### config.mk
export PLATFORM = sky130hd
export DESIGN_NAME = fifo_access_scheduler_flat
export DESIGN_NICKNAME = d
export VERILOG_FILES = /design/src/rtl/fifo_access_scheduler_pkg.sv /design/src/rtl/fifo_access_scheduler_if.sv /design/src/rtl/fifo_access_scheduler_rr_arbiter.sv /design/src/rtl/fifo_access_scheduler.sv /design/src/flat_wrapper.sv
export SDC_FILE = /design/constraint.sdc
export NUM_CORES = 1
export LEC_CHECK = 0
export ABC_AREA = 1
export BUFFER_PORTS_ARGS = -buffer_cell sky130_fd_sc_hd__buf_2
export CAP_MARGIN = 25
export CORE_MARGIN = 2
export CORE_UTILIZATION = 57
export CTS_BUF_LIST = sky130_fd_sc_hd__clkbuf_8
export CTS_CLUSTER_DIAMETER = 100
export DETAILED_ROUTE_END_ITERATION = 6
export PLACE_DENSITY = 0.87
export SLEW_MARGIN = 30
export SYNTH_ARGS = -nofsm -noshare
export SYNTH_HDL_FRONTEND = slang
export SYNTH_SLANG_ARGS = --single-unit
### constraint.sdc
create_clock -name clk -period 3.5 [get_ports clk]
set_clock_uncertainty 0.2 [all_clocks]
set_input_delay 0.175 -clock clk [delete_from_list [all_inputs] [get_ports clk]]
set_output_delay 0.175 -clock clk [all_outputs]
set_load 0.05 [all_outputs]
### src/rtl/fifo_access_scheduler_pkg.sv
// Shared types and default constants for the FIFO access scheduler.
package fifo_sched_pkg;
  typedef enum logic [1:0] {
    IDLE = 2'd0,
    WR   = 2'd1,
    RD   = 2'd2
  } state_e;

  localparam int DEF_INDEX_WIDTH = 5;
  localparam int DEF_MAX_BURST   = 4;
  localparam int DEF_AF_SLOTS    = 4;
endpackage

### src/rtl/fifo_access_scheduler_if.sv
// Producer/consumer/FIFO-pin bundle for the FIFO access scheduler.
// master: scheduler side. slave: surrounding logic / FIFO side.
// With FIFO_SCHED_CHECK_EN defined, the FIFO flags and sched_err are added.
interface fifo_access_scheduler_if #(
  parameter int NUM_PROD    = 4,
  parameter int INDEX_WIDTH = fifo_sched_pkg::DEF_INDEX_WIDTH
);
  logic [NUM_PROD-1:0]         prod_valid;
  logic [8*NUM_PROD-1:0]       prod_data;
  logic [NUM_PROD-1:0]         prod_ready;
  logic                        cons_req;
  logic                        cons_ready;
  logic                        fifo_wr_en;
  logic [7:0]                  fifo_wr_data;
  logic                        fifo_rd_req;
  logic [$clog2(NUM_PROD)-1:0] grant_id;
  logic [INDEX_WIDTH:0]        occupancy;
`ifdef FIFO_SCHED_CHECK_EN
  logic                        fifo_empty;
  logic                        fifo_full;
  logic                        sched_err;

  modport master (
    input  prod_valid, prod_data, cons_req, fifo_empty, fifo_full,
    output prod_ready, cons_ready, fifo_wr_en, fifo_wr_data, fifo_rd_req,
           grant_id, occupancy, sched_err
  );
  modport slave (
    output prod_valid, prod_data, cons_req, fifo_empty, fifo_full,
    input  prod_ready, cons_ready, fifo_wr_en, fifo_wr_data, fifo_rd_req,
           grant_id, occupancy, sched_err
  );
`else
  modport master (
    input  prod_valid, prod_data, cons_req,
    output prod_ready, cons_ready, fifo_wr_en, fifo_wr_data, fifo_rd_req,
           grant_id, occupancy
  );
  modport slave (
    output prod_valid, prod_data, cons_req,
    input  prod_ready, cons_ready, fifo_wr_en, fifo_wr_data, fifo_rd_req,
           grant_id, occupancy
  );
`endif
endinterface

### src/rtl/fifo_access_scheduler_rr_arbiter.sv
// Combinational round-robin pick: first requester at or after the pointer.
module rr_arbiter #(
  parameter int N = 4,
  parameter int W = $clog2(N)
) (
  input  logic [N-1:0] i_req,
  input  logic [W-1:0] i_ptr,
  output logic [W-1:0] o_win,
  output logic         o_any
);
  logic [W:0] w_idx;

  // scan upward from the pointer with wrap at N; the first requester wins
  always_comb begin
    o_win = '0;
    o_any = 1'b0;
    w_idx = '0;
    for (int i = 0; i < N; i++) begin
      w_idx = {1'b0, i_ptr} + (W+1)'(i);
      if (w_idx >= (W+1)'(N)) w_idx = w_idx - (W+1)'(N);
      if (!o_any && i_req[w_idx[W-1:0]]) begin
        o_win = w_idx[W-1:0];
        o_any = 1'b1;
      end
    end
  end
endmodule

### src/rtl/fifo_access_scheduler.sv
// FIFO access scheduler: shares one FIFO write port among NUM_PROD producers
// (round-robin, bounded bursts) and serves the read port, never strobing
// both in one cycle. Occupancy is tracked locally, not from FIFO flags.
// Optional FIFO_SCHED_CHECK_EN: cross-checks local count against the FIFO's
// empty/full flags and raises a sticky sched_err.
module fifo_access_scheduler
  import fifo_sched_pkg::*;
#(
  parameter int NUM_PROD    = 4,
  parameter int INDEX_WIDTH = DEF_INDEX_WIDTH,
  parameter int DEPTH       = 1 << INDEX_WIDTH,
  parameter int MAX_BURST   = DEF_MAX_BURST,
  parameter int AF_SLOTS    = DEF_AF_SLOTS
) (
  input logic                     clk,
  input logic                     reset,
  fifo_access_scheduler_if.master bus
);
  localparam int GW = $clog2(NUM_PROD);
  localparam int OW = INDEX_WIDTH + 1;
  localparam int BW = $clog2(MAX_BURST + 1);

  state_e              r_state, w_nstate;
  logic [OW-1:0]       r_occ, w_free;
  logic [GW-1:0]       r_rr, r_gid, w_win;
  logic [BW-1:0]       r_burst;
  logic                r_wr_en, r_rd_req;
  logic [7:0]          r_wr_data;
  logic                w_any, w_wr_xfer, w_rd_xfer, w_exit, w_last, w_cons_ready;
  logic [NUM_PROD-1:0] w_prod_ready;

  assign w_free = OW'(DEPTH) - r_occ;
  assign w_last = (r_burst == BW'(MAX_BURST - 1));

  rr_arbiter #(.N(NUM_PROD), .W(GW)) u_arb (
    .i_req (bus.prod_valid),
    .i_ptr (r_rr),
    .o_win (w_win),
    .o_any (w_any)
  );

  // FSM state register
  always_ff @(posedge clk) begin
    if (reset) r_state <= IDLE;
    else       r_state <= w_nstate;
  end

  // next state, handshake readies and transfer qualifiers
  always_comb begin
    w_nstate     = r_state;
    w_prod_ready = '0;
    w_cons_ready = 1'b0;
    w_wr_xfer    = 1'b0;
    w_rd_xfer    = 1'b0;
    w_exit       = 1'b0;
    case (r_state)
      IDLE: begin
        // reads win when nearly full or nobody wants to write
        if (bus.cons_req && r_occ != '0 && (w_free < OW'(AF_SLOTS) || !w_any))
          w_nstate = RD;
        else if (w_any && w_free != '0)
          w_nstate = WR;
        else if (bus.cons_req && r_occ != '0)
          w_nstate = RD;
      end
      WR: begin
        w_prod_ready[r_gid] = (w_free != '0);
        w_wr_xfer = bus.prod_valid[r_gid] && (w_free != '0);
        // free-after-transfer < AF_SLOTS  <=>  free <= AF_SLOTS
        w_exit = !bus.prod_valid[r_gid] || (w_free == '0) ||
                 (w_wr_xfer && (w_last || w_free == OW'(1) ||
                                (bus.cons_req && w_free <= OW'(AF_SLOTS))));
      end
      RD: begin
        w_cons_ready = (r_occ != '0);
        w_rd_xfer = bus.cons_req && (r_occ != '0);
        w_exit = !bus.cons_req || (r_occ == '0) ||
                 (w_rd_xfer && (w_last || r_occ == OW'(1)));
      end
      default: w_nstate = IDLE;
    endcase
    if (w_exit) w_nstate = IDLE;
    // nothing is offered while reset is held, whatever state we are in
    if (reset) begin
      w_prod_ready = '0;
      w_cons_ready = 1'b0;
    end
  end

  // strobes, write data, occupancy, burst count, grant and rr pointer
  always_ff @(posedge clk) begin
    if (reset) begin
      r_wr_en   <= 1'b0;
      r_rd_req  <= 1'b0;
      r_wr_data <= '0;
      r_occ     <= '0;
      r_burst   <= '0;
      r_gid     <= '0;
      r_rr      <= '0;
    end else begin
      r_wr_en  <= w_wr_xfer;
      r_rd_req <= w_rd_xfer;
      if (w_wr_xfer) begin
        r_wr_data <= bus.prod_data[8*r_gid +: 8];
        r_occ     <= r_occ + OW'(1);
      end else if (w_rd_xfer) begin
        r_occ <= r_occ - OW'(1);
      end
      if (r_state == IDLE && w_nstate == WR) r_gid <= w_win;
      if (w_exit) begin
        r_burst <= '0;
        if (r_state == WR)
          r_rr <= (r_gid == GW'(NUM_PROD - 1)) ? '0 : r_gid + GW'(1);
      end else if (w_wr_xfer || w_rd_xfer) begin
        r_burst <= r_burst + BW'(1);
      end
    end
  end

  assign bus.prod_ready   = w_prod_ready;
  assign bus.cons_ready   = w_cons_ready;
  assign bus.fifo_wr_en   = r_wr_en;
  assign bus.fifo_rd_req  = r_rd_req;
  assign bus.fifo_wr_data = r_wr_data;
  assign bus.grant_id     = r_gid;
  assign bus.occupancy    = r_occ;

`ifdef FIFO_SCHED_CHECK_EN
  logic [OW-1:0] r_occ_d;
  logic          r_sched_err;

  // FIFO commits a strobe one edge after our count moves, so compare its
  // flags against the count delayed by one cycle; error is sticky
  always_ff @(posedge clk) begin
    if (reset) begin
      r_occ_d     <= '0;
      r_sched_err <= 1'b0;
    end else begin
      r_occ_d <= r_occ;
      if (((r_occ_d == '0) != bus.fifo_empty) ||
          ((r_occ_d == OW'(DEPTH)) != bus.fifo_full))
        r_sched_err <= 1'b1;
    end
  end

  assign bus.sched_err = r_sched_err;
`endif
endmodule

### src/flat_wrapper.sv
// flat-port wrapper written by rule: the top's interface ports become plain ports
module fifo_access_scheduler_flat import fifo_sched_pkg::*;
#(
  parameter int NUM_PROD    = 4,
  parameter int INDEX_WIDTH = DEF_INDEX_WIDTH,
  parameter int DEPTH       = 1 << INDEX_WIDTH,
  parameter int MAX_BURST   = DEF_MAX_BURST,
  parameter int AF_SLOTS    = DEF_AF_SLOTS
)
  (clk, reset, bus_prod_valid, bus_prod_data, bus_cons_req, bus_prod_ready, bus_cons_ready, bus_fifo_wr_en, bus_fifo_wr_data, bus_fifo_rd_req, bus_grant_id, bus_occupancy);
  fifo_access_scheduler_if #(.NUM_PROD(NUM_PROD), .INDEX_WIDTH(INDEX_WIDTH)) bus_i ();
  input logic clk;
  input logic reset;
  input wire logic [$bits(bus_i.prod_valid)-1:0] bus_prod_valid;
  input wire logic [$bits(bus_i.prod_data)-1:0] bus_prod_data;
  input wire logic [$bits(bus_i.cons_req)-1:0] bus_cons_req;
  output wire logic [$bits(bus_i.prod_ready)-1:0] bus_prod_ready;
  output wire logic [$bits(bus_i.cons_ready)-1:0] bus_cons_ready;
  output wire logic [$bits(bus_i.fifo_wr_en)-1:0] bus_fifo_wr_en;
  output wire logic [$bits(bus_i.fifo_wr_data)-1:0] bus_fifo_wr_data;
  output wire logic [$bits(bus_i.fifo_rd_req)-1:0] bus_fifo_rd_req;
  output wire logic [$bits(bus_i.grant_id)-1:0] bus_grant_id;
  output wire logic [$bits(bus_i.occupancy)-1:0] bus_occupancy;
  assign bus_i.prod_valid = bus_prod_valid;
  assign bus_i.prod_data = bus_prod_data;
  assign bus_i.cons_req = bus_cons_req;
  assign bus_prod_ready = bus_i.prod_ready;
  assign bus_cons_ready = bus_i.cons_ready;
  assign bus_fifo_wr_en = bus_i.fifo_wr_en;
  assign bus_fifo_wr_data = bus_i.fifo_wr_data;
  assign bus_fifo_rd_req = bus_i.fifo_rd_req;
  assign bus_grant_id = bus_i.grant_id;
  assign bus_occupancy = bus_i.occupancy;
  fifo_access_scheduler #(.NUM_PROD(NUM_PROD), .INDEX_WIDTH(INDEX_WIDTH), .DEPTH(DEPTH), .MAX_BURST(MAX_BURST), .AF_SLOTS(AF_SLOTS)) u_core (.clk(clk), .reset(reset), .bus(bus_i));
endmodule
==> results.sh, run 1 <==
export IMPL_place_hpwl_mm=3.910
export IMPL_startpoint_type="flip-flop"
export IMPL_p_leak_nw=1.264
export IMPL_drive_above_1_share_pct=26.93
export IMPL_ys_warn_count=0
export IMPL_yosys_register_bits=25
export IMPL_cts_tree="yes"
export IMPL_ys_seq_area_share_pct=23.88
export IMPL_die_h_um=64.64
export IMPL_final_cell_mix="81 x nand2_1, 61 x buf_2, 43 x nor2_1, 27 x inv_1, 25 x dfxtp_1"
export IMPL_syn_area_per_cell_um2=6.570
export IMPL_clk_pin_slew_ps=90
export IMPL_crit_family="flip-flops"
export IMPL_slowest_stage="dfxtp_1"
export IMPL_initial_core_util_pct=58.12
export IMPL_drtIter0Drc=205
export IMPL_antenna_left=0
export IMPL_grt_pass1_wl_mm=8.307
export IMPL_drt_first_pass_iters=4
export IMPL_setup_worst_path_end_class="flip-flop"
export IMPL_h_tree_depth=1
export IMPL_clockBufferDepth=2
export IMPL_critPathMaxFanout=24
export IMPL_die_w_um=64.64
export IMPL_crit_buf_inv=3
export IMPL_vias=2222
export IMPL_cp_common_cell="nand2_8"
export IMPL_power_mw=1.801
export IMPL_final_common_cell="nand2_1"
export IMPL_fp_coreArea_um2=3606
export IMPL_vdd_ir_drop_max_mv=0.3733
export IMPL_areaGrowthSynthToFinish_pct=16.42
export IMPL_grt_max_degree=25
export IMPL_synth_edff_count=0
export IMPL_wl_mm=4.978
export IMPL_synth_largest_area_cell="dfxtp_1"
export IMPL_synthesis_nets=372
export IMPL_cts_root_buf="clkbuf_8"
export IMPL_yosysTopAreaCellShare_pct=23.88
export IMPL_final_setup_viol_count=0
export IMPL_finalHoldViolations=0
export IMPL_post_cts_buffers=0
export IMPL_cts_resized=0
export IMPL_fmax_mhz=383.5
export IMPL_synth_distinct_cells=35
export IMPL_nets=429
export IMPL_rows=22
export IMPL_path_class="reg2reg"
export IMPL_cts_buffers=3
export IMPL_globalplace_congestion=0.9353
export IMPL_via_per_inst=5.253
export IMPL_numPortBuffers=61
export IMPL_antenna_found_initial=0
export IMPL_synthTopCellsByArea="dfxtp_1 24%, nand2_1 15%, ha_1 8.4%, nor2_1 7.7%, inv_1 4.8%"
export IMPL_synth_cell_area_um2=2096
export IMPL_hold_buffers=0
export IMPL_final_cells=423
export IMPL_grt_total_usage_pct=24.46
export IMPL_worstSkewPairLatency_ps=270
export IMPL_synthFlopType="dfxtp_1"
export IMPL_maxSlewViolCount=0
export IMPL_avgRoutedWirePerCell_um=11.77
export IMPL_max_slew_margin_pct=52.14
export IMPL_fin_crit_sh_pct=74.50
export IMPL_status="complete, no violations"
export IMPL_arrival_ps=2620
export IMPL_gr_total_overflow=0
export IMPL_placedCellCount=419
export IMPL_critPathMaxStageDelay_ps=790
export IMPL_crit_path_cell_trace="inv_2, a21oi_1, o21ai_1, nand2_1, inv_1, nor2_8, nand2_8, nand2_8, inv_6, or2_1, a21oi_2"
export IMPL_tns_ps=0
export IMPL_clkSinkCount=25
export IMPL_io_pins=62
export IMPL_async_flop_share_pct=0
export IMPL_netlist_instances=319
export IMPL_drc=0
export IMPL_critPathRequiredTime_ps=3510
export IMPL_rsz0062_at_grt="no"
export IMPL_max_cap_violations=0
export IMPL_layout_min_cycle_time_ps=2607
export IMPL_tightest_slew_ps=716.8
export IMPL_p_per_area_nw_per_um2=738.0
export IMPL_antenna_cells=0
export IMPL_fp_dieArea_um2=4178
export IMPL_grt_pass1_vias=1925
export IMPL_holdCritPathClass="in2reg"
[routing by layer]
layer | wire length [µm] | global-route usage, %
met2 | 2459 | 43.36
met5 | 0 | 0
met1 | 2245 | 31.44
met3 | 219 | 2.778
met4 | 53 | 6.383
[logic make-up after synthesis]
group,count (synthesis),share of synthesized area [%]
buffers and inverters,43,9.791
xor gates and xnor gates,3,1.254
AOI/OAI and AO/OA,57,15.64
and+or+nand+nor,177,41.07
DFF,25,23.88
adders and majority gates,14,8.358
[synth_stat cells, types with 3 or more instances]
| cell type | count |
|---|---|
| o211ai_1 | 3 |
| buf_6 | 4 |
| inv_1 | 27 |
| o21ai_1 | 4 |
| nor2_1 | 43 |
| buf_2 | 3 |
| o21ai_0 | 20 |
| ha_1 | 14 |
| o22ai_1 | 9 |
| a21oi_1 | 14 |
| nand3_2 | 5 |
| nand3_1 | 17 |
| a31oi_1 | 3 |
| nand2_1 | 81 |
| dfxtp_1 | 25 |
| nand2_2 | 11 |
| nand4_1 | 3 |
| inv_2 | 5 |
| nor2_4 | 3 |
[layout make-up]
cell class                      instances  area, µm²
Inverter                               34      137.6
Fill cell                             323       1166
Sequential cell                        25      500.5
Timing Repair Buffer                   61      305.3
Multi-Input combinational cell        251       1390
Clock buffer                            3      41.29
Clock inverter                          1      5.005
Tap cell                               48      60.06
[final timing paths]
path / start / to / slack [ps] / cells after the start
min reg2reg: u_core.bus.fifo_wr_data[0] / u_core.bus.fifo_wr_data[0] / 270 / 2
max: u_core.bus.grant_id[0] / u_core.r_burst[2] / 890 / 11
min: reset / u_core.bus.fifo_wr_en / 60 / 2
max reg2reg: u_core.bus.grant_id[0] / u_core.r_burst[2] / 890 / 11
[registers in the layout, summed over array words and instances, names as in the netlist]
name                     flops
u_core.bus.fifo_rd_req       1
u_core.r_burst               3
u_core.bus.fifo_wr_en        1
u_core.bus.fifo_wr_data      8
u_core.bus.occupancy         6
u_core.bus.grant_id          2
u_core.r_rr                  2
u_core.r_state               2
[where the power goes]
group,leakage (nW),switching (mW),internal (mW),total (mW)
clock network,0.0255,0.0954,0.0797,0.175
logic,1.04,0.814,0.376,1.19
registers,0.203,0.0889,0.347,0.436
[through the flow]
step,util (%),hold slack [ps],setup WS (ps),instance area (µm²)
after CTS,67.66,57.94,914.0,2440
after floorplan,-,41.25,304.5,2096
after global routing,67.66,70.09,614.5,2440
after detailed placement,66.38,255.0,932.6,2394
after global placement,66.38,251.8,1034,2394
final,67.66,56.33,892.7,2440
Power figures use the tool's default switching activity.
==> inputs of run 2 (changes only) <==
--- a/config.mk
+++ b/config.mk
@@ -9,11 +9,11 @@
 export BUFFER_PORTS_ARGS = -buffer_cell sky130_fd_sc_hd__buf_2
 export CAP_MARGIN = 25
 export CORE_MARGIN = 2
-export CORE_UTILIZATION = 57
+export CORE_UTILIZATION = 49
 export CTS_BUF_LIST = sky130_fd_sc_hd__clkbuf_8
 export CTS_CLUSTER_DIAMETER = 100
 export DETAILED_ROUTE_END_ITERATION = 6
-export PLACE_DENSITY = 0.87
+export PLACE_DENSITY = 0.79
 export SLEW_MARGIN = 30
 export SYNTH_ARGS = -nofsm -noshare
 export SYNTH_HDL_FRONTEND = slang
==> constraint.sdc (replaced) <==
create_clock -name clk -period 2.3 [get_ports clk]
set_clock_uncertainty 0.2 [all_clocks]
set_input_delay 0.115 -clock clk [delete_from_list [all_inputs] [get_ports clk]]
set_output_delay 0.115 -clock clk [all_outputs]
set_load 0.05 [all_outputs]
==> results.sh, run 2 (synthesis gave the netlist of run 1 again) <==
export IMPL_ff2ff_setup_slack_ps=160
export IMPL_vias=2178
export IMPL_initial_core_util_pct=51.65
export IMPL_vdd_ir_drop_max_mv=0.4885
export IMPL_avgRoutedWirePerCell_um=11.67
export IMPL_design_area_um2=2561
export IMPL_startpoint_type="flip-flop"
export IMPL_finalHoldViolations=0
export IMPL_grt_pass1_wl_mm=8.652
export IMPL_layout_min_cycle_time_ps=2144
export IMPL_numPortBuffers=61
export IMPL_antenna_found_initial=0
export IMPL_final_setup_viol_count=0
export IMPL_antenna_left=0
export IMPL_tightest_slew_ps=369.7
export IMPL_drive_above_1_share_pct=31.68
export IMPL_cts_tree="yes"
export IMPL_tns_ps=0
export IMPL_status="complete, no violations"
export IMPL_wl_mm=5.042
export IMPL_final_common_cell="nand2_1"
export IMPL_drt_first_pass_iters=4
export IMPL_grt_pass1_vias=1946
export IMPL_fin_crit_sh_pct=93.23
export IMPL_place_hpwl_mm=3.946
export IMPL_max_slew_margin_pct=75.14
export IMPL_p_leak_nw=1.313
export IMPL_cts_root_buf="clkbuf_8"
export IMPL_final_cell_mix="81 x nand2_1, 58 x buf_2, 38 x nor2_1, 27 x inv_1"
export IMPL_nets=436
export IMPL_fmax_mhz=466.4
export IMPL_worstSkewPairLatency_ps=270
export IMPL_top_usage_layer="met2"
export IMPL_met2_usage_pct=37.50
export IMPL_max_cap_violations=0
export IMPL_via_per_inst=5.042
export IMPL_fp_dieArea_um2=4816
export IMPL_rows=23
export IMPL_h_tree_depth=1
export IMPL_crit_buf_inv=2
export IMPL_holdCritPathClass="in2reg"
export IMPL_use_met1_pct=27.71
export IMPL_drtIter0Drc=86
export IMPL_maxSlewViolCount=0
export IMPL_largest_register_ffs=8
export IMPL_io_pins=62
export IMPL_slowest_stage="ha_1"
export IMPL_crit_family="simple AND/OR/NAND/NOR gates"
export IMPL_die_h_um=69.40
export IMPL_placed_area_um2=2465
export IMPL_grt_total_usage_pct=21.16
export IMPL_path_class="reg2out"
export IMPL_p_per_area_nw_per_um2=1120
export IMPL_drc=0
export IMPL_gr_total_overflow=0
export IMPL_crit_path_cell_trace="inv_1, ha_1, nand2_1, nor3b_4, buf_2"
export IMPL_areaGrowthSynthToFinish_pct=22.21
export IMPL_fp_coreArea_um2=4058
export IMPL_grt_use_met3_pct=2.035
export IMPL_antenna_cells=0
export IMPL_setup_worst_path_end_class="primary output"
export IMPL_globalplace_congestion=0.8541
export IMPL_clk_pin_slew_ps=90
export IMPL_fillers=379
export IMPL_grt_max_degree=19
export IMPL_critPathMaxStageDelay_ps=370
export IMPL_clkSinkCount=25
export IMPL_critPathMaxFanout=4
export IMPL_cts_buffers=3
export IMPL_clockBufferDepth=2
export IMPL_critPathRequiredTime_ps=1990
export IMPL_die_w_um=69.40
export IMPL_arrival_ps=1830
export IMPL_rsz0062_at_grt="no"
[run 2: cell count changes in the layout (fill, tap and decap cells not counted), moves of 2 or more]
cell | previous run | this run
buf_4 | 0 | 10
dfxtp_1 | 25 | 20
nor2_1 | 43 | 38
nor2_2 | 2 | 6
buf_2 | 61 | 58
dfxtp_2 | 0 | 3
dfxtp_4 | 0 | 2
[run 2: power by group]
| part | switching (mW) | internal (mW) | leakage, nW | total [mW] |
|---|---|---|---|---|
| Combinational | 1.31 | 0.654 | 1.08 | 1.97 |
| Clock | 0.138 | 0.119 | 0.0269 | 0.257 |
| Sequential | 0.109 | 0.534 | 0.206 | 0.643 |
[run 2: layout make-up]
| cell class | instances | area (µm²) | area share [%] |
|---|---|---|---|
| flip-flops and latches | 25 | 511.7 | 19.98 |
| multi-input cells | 251 | 1439 | 56.18 |
| inverters | 34 | 137.6 | 5.374 |
| repair buffers | 68 | 365.4 | 14.26 |
| clock buffers | 3 | 41.29 | 1.612 |
| clock inverters | 1 | 3.754 | 0.1466 |
| well taps | 50 | 62.56 | 2.443 |
[run 2: what timing repair did]
| action | in CTS | in global routing |
|---|---|---|
| resized for setup | 3 | 11 |
| setup endpoints to repair | 3 | 27 |
| pin swaps | 0 | 1 |
| hold buffers | 0 | 0 |
| setup buffers | 0 | 1 |
| hold endpoints to repair | 0 | 0 |
[run 2: worst paths after layout]
path | startpoint | end | depth (start not counted)
max reg2reg | u_core.bus.occupancy[0] | u_core.bus.occupancy[3] | 11
min reg2reg | u_core.bus.fifo_wr_data[4] | u_core.bus.fifo_wr_data[4] | 2
min | reset | u_core.bus.occupancy[3] | 3
max | u_core.r_state[1] | bus_prod_ready[2] | 5
[run 2: routing by layer]
metal  wire (µm)  share of wire, %
met5           0                 0
met4          39              0.77
met3         175               3.5
met2        2489                49
met1        2338                46
[run 2: metrics by stage]
| step | utilization (%) | instances | total power [mW] | setup slack (ps) | hold WS (ps) |
|---|---|---|---|---|---|
| after detailed placement | 60.75 | 427 | 2.530 | 69.96 | 256.3 |
| after floorplan | - | 319 | 2.190 | 29.09 | -23.00 |
| after global placement | 60.75 | 427 | 2.494 | 152.4 | 249.5 |
| after CTS | 62.04 | 431 | 2.805 | 32.55 | 12.76 |
| after global routing | 63.12 | 432 | 3.133 | 14.40 | 19.73 |
| final | 63.12 | 432 | 2.869 | 155.8 | 17.46 |
[run 2: worst min-delay path: cells and delay by family]
family | cells | cell delay [ps]
buf+inv | 2 | 270
compound gates | 1 | 50
==> inputs of run 3 (changes only) <==
--- a/config.mk
+++ b/config.mk
@@ -8,12 +8,14 @@
 export ABC_AREA = 1
 export BUFFER_PORTS_ARGS = -buffer_cell sky130_fd_sc_hd__buf_2
 export CAP_MARGIN = 25
+export CELL_PAD_IN_SITES_DETAIL_PLACEMENT = 2
+export CELL_PAD_IN_SITES_GLOBAL_PLACEMENT = 2
 export CORE_MARGIN = 2
-export CORE_UTILIZATION = 49
+export CORE_UTILIZATION = 25
 export CTS_BUF_LIST = sky130_fd_sc_hd__clkbuf_8
 export CTS_CLUSTER_DIAMETER = 100
 export DETAILED_ROUTE_END_ITERATION = 6
-export PLACE_DENSITY = 0.79
+export PLACE_DENSITY_LB_ADDON = 0.1
 export SLEW_MARGIN = 30
 export SYNTH_ARGS = -nofsm -noshare
 export SYNTH_HDL_FRONTEND = slang
==> results.sh, run 3 (synthesis gave the netlist of run 1 again) <==
export IMPL_fp_coreArea_um2=8175
export IMPL_vias=2313
export IMPL_grt_pass1_wl_mm=12.19
export IMPL_drt_first_pass_iters=4
export IMPL_clockBufferDepth=2
export IMPL_die_w_um=95.56
export IMPL_layout_setup_ws_ps=190.5
export IMPL_p_per_area_nw_per_um2=1133
export IMPL_largest_register_ffs=8
export IMPL_finalHoldViolations=0
export IMPL_avgRoutedWirePerCell_um=15.17
export IMPL_max_slew_margin_pct=76.90
export IMPL_via_per_inst=4.682
export IMPL_path_class="reg2out"
export IMPL_io_pins=62
export IMPL_maxSlewViolCount=0
export IMPL_critPathMaxFanout=5
export IMPL_dp_slack_ps=23.73
export IMPL_power_mw=3.088
export IMPL_final_cell_mix="79 x nand2_1, 58 x buf_2, 37 x nor2_1, 25 x inv_1, 20 x dfxtp_1"
export IMPL_grt_total_usage_pct=17.29
export IMPL_drc=0
export IMPL_arrival_ps=1790
export IMPL_place_hpwl_mm=6.135
export IMPL_fp_dieArea_um2=9132
export IMPL_p_leak_nw=1.357
export IMPL_cp_common_cell="nand2_2"
export IMPL_antenna_left=0
export IMPL_grt_max_degree=19
export IMPL_status="complete, no violations"
export IMPL_max_cap_violations=0
export IMPL_rows=33
export IMPL_final_common_cell="nand2_1"
export IMPL_hold_slack_ps=16.42
export IMPL_globalplace_congestion=0.7589
export IMPL_numPortBuffers=61
export IMPL_antenna_found_initial=0
export IMPL_drive_above_1_share_pct=34.45
export IMPL_h_tree_depth=1
export IMPL_nets=443
export IMPL_fmax_mhz=474.1
export IMPL_slowest_stage="dfxtp_1"
export IMPL_cts_tree="yes"
export IMPL_wl_mm=7.496
export IMPL_rsz0062_at_grt="yes"
export IMPL_drtIter0Drc=41
export IMPL_vdd_ir_drop_max_mv=0.2965
export IMPL_die_h_um=95.56
export IMPL_cts_root_buf="clkbuf_8"
export IMPL_setup_worst_path_end_class="primary output"
export IMPL_grt_pass1_vias=2472
export IMPL_critPathMaxStageDelay_ps=520
export IMPL_final_setup_viol_count=0
export IMPL_fin_crit_sh_pct=91.72
export IMPL_layout_min_cycle_time_ps=2109
export IMPL_holdCritPathClass="in2reg"
export IMPL_initial_core_util_pct=25.64
export IMPL_tightest_slew_ps=343.6
export IMPL_crit_path_cell_trace="inv_1, nand3_2, nand2_4, nand2_2, nor2_1, nand2_2, nand2_1, nor2_2, buf_4"
export IMPL_hold_buffers=0
export IMPL_clk_pin_slew_ps=120
export IMPL_areaGrowthSynthToFinish_pct=30.09
export IMPL_cts_buffers=3
export IMPL_worstSkewPairLatency_ps=290
export IMPL_gr_total_overflow=0
export IMPL_antenna_cells=0
export IMPL_post_cts_buffers=0
export IMPL_clkSinkCount=25
export IMPL_critPathRequiredTime_ps=1990
export IMPL_startpoint_type="flip-flop"
[run 3: cell types whose count changed in the layout (fill, tap and decap cells not counted), sizes merged]
| cell | delta |
|---|---|
| buf | +7 |
[run 3: layout make-up]
class                           count  area, µm²
Clock buffer                        3      41.29
Clock inverter                      1      8.758
Fill cell                        1032       5449
Inverter                           34      137.6
Multi-Input combinational cell    251       1468
Sequential cell                    25      509.2
Tap cell                          105      131.4
Timing Repair Buffer               75      430.4
[run 3: worst paths after layout]
kind                                     end  cells after the start                        from  slack (ps)
setup reg to reg     u_core.bus.occupancy[3]                     10     u_core.bus.occupancy[1]         200
hold reg to reg   u_core.bus.fifo_wr_data[3]                      2  u_core.bus.fifo_wr_data[3]         280
setup / recovery           bus_prod_ready[3]                      9     u_core.bus.occupancy[3]         190
hold / removal    u_core.bus.fifo_wr_data[6]                      3                       reset          20
[run 3: worst max-delay path, delay by kind of cell, from the launching register on]
| family | cells | cell delay, ps |
|---|---|---|
| simple gates | 7 | 600 |
| buf+inv | 2 | 360 |
| flops | 1 | 520 |
[run 3: repair_timing]
item,in CTS,in global routing
pin swaps,0,1
resized for setup,4,17
endpoints found under the setup margin,4,16
[run 3: metal layers]
metal	global-route usage (%)	share of wire, %	vias to the layer above	routed length, µm
li1	-	-	1174	-
met1	22.34	48	1092	3607
met2	30.30	48	43	3601
met3	2.451	3.0	4	227
met4	3.929	0.79	0	59
met5	0	0	-	0
[run 3: metrics by stage]
stage               area, µm²  TNS (ps)  std cells  utilization [%]
CTS                      2671         0        494            32.68
global placement         2606         0        490            31.88
finish                   2726         0        494            33.35
global route             2726    -20.95        494            33.35
detailed placement       2606         0        490            31.88
floorplan                2120         0        319                -
[run 3: report_power, final]
part | internal [mW] | switching [mW] | total, mW
combinational | 0.703 | 1.46 | 2.16
clock | 0.128 | 0.175 | 0.303
sequential | 0.534 | 0.0887 | 0.622
total | 1.36 | 1.72 | 3.09
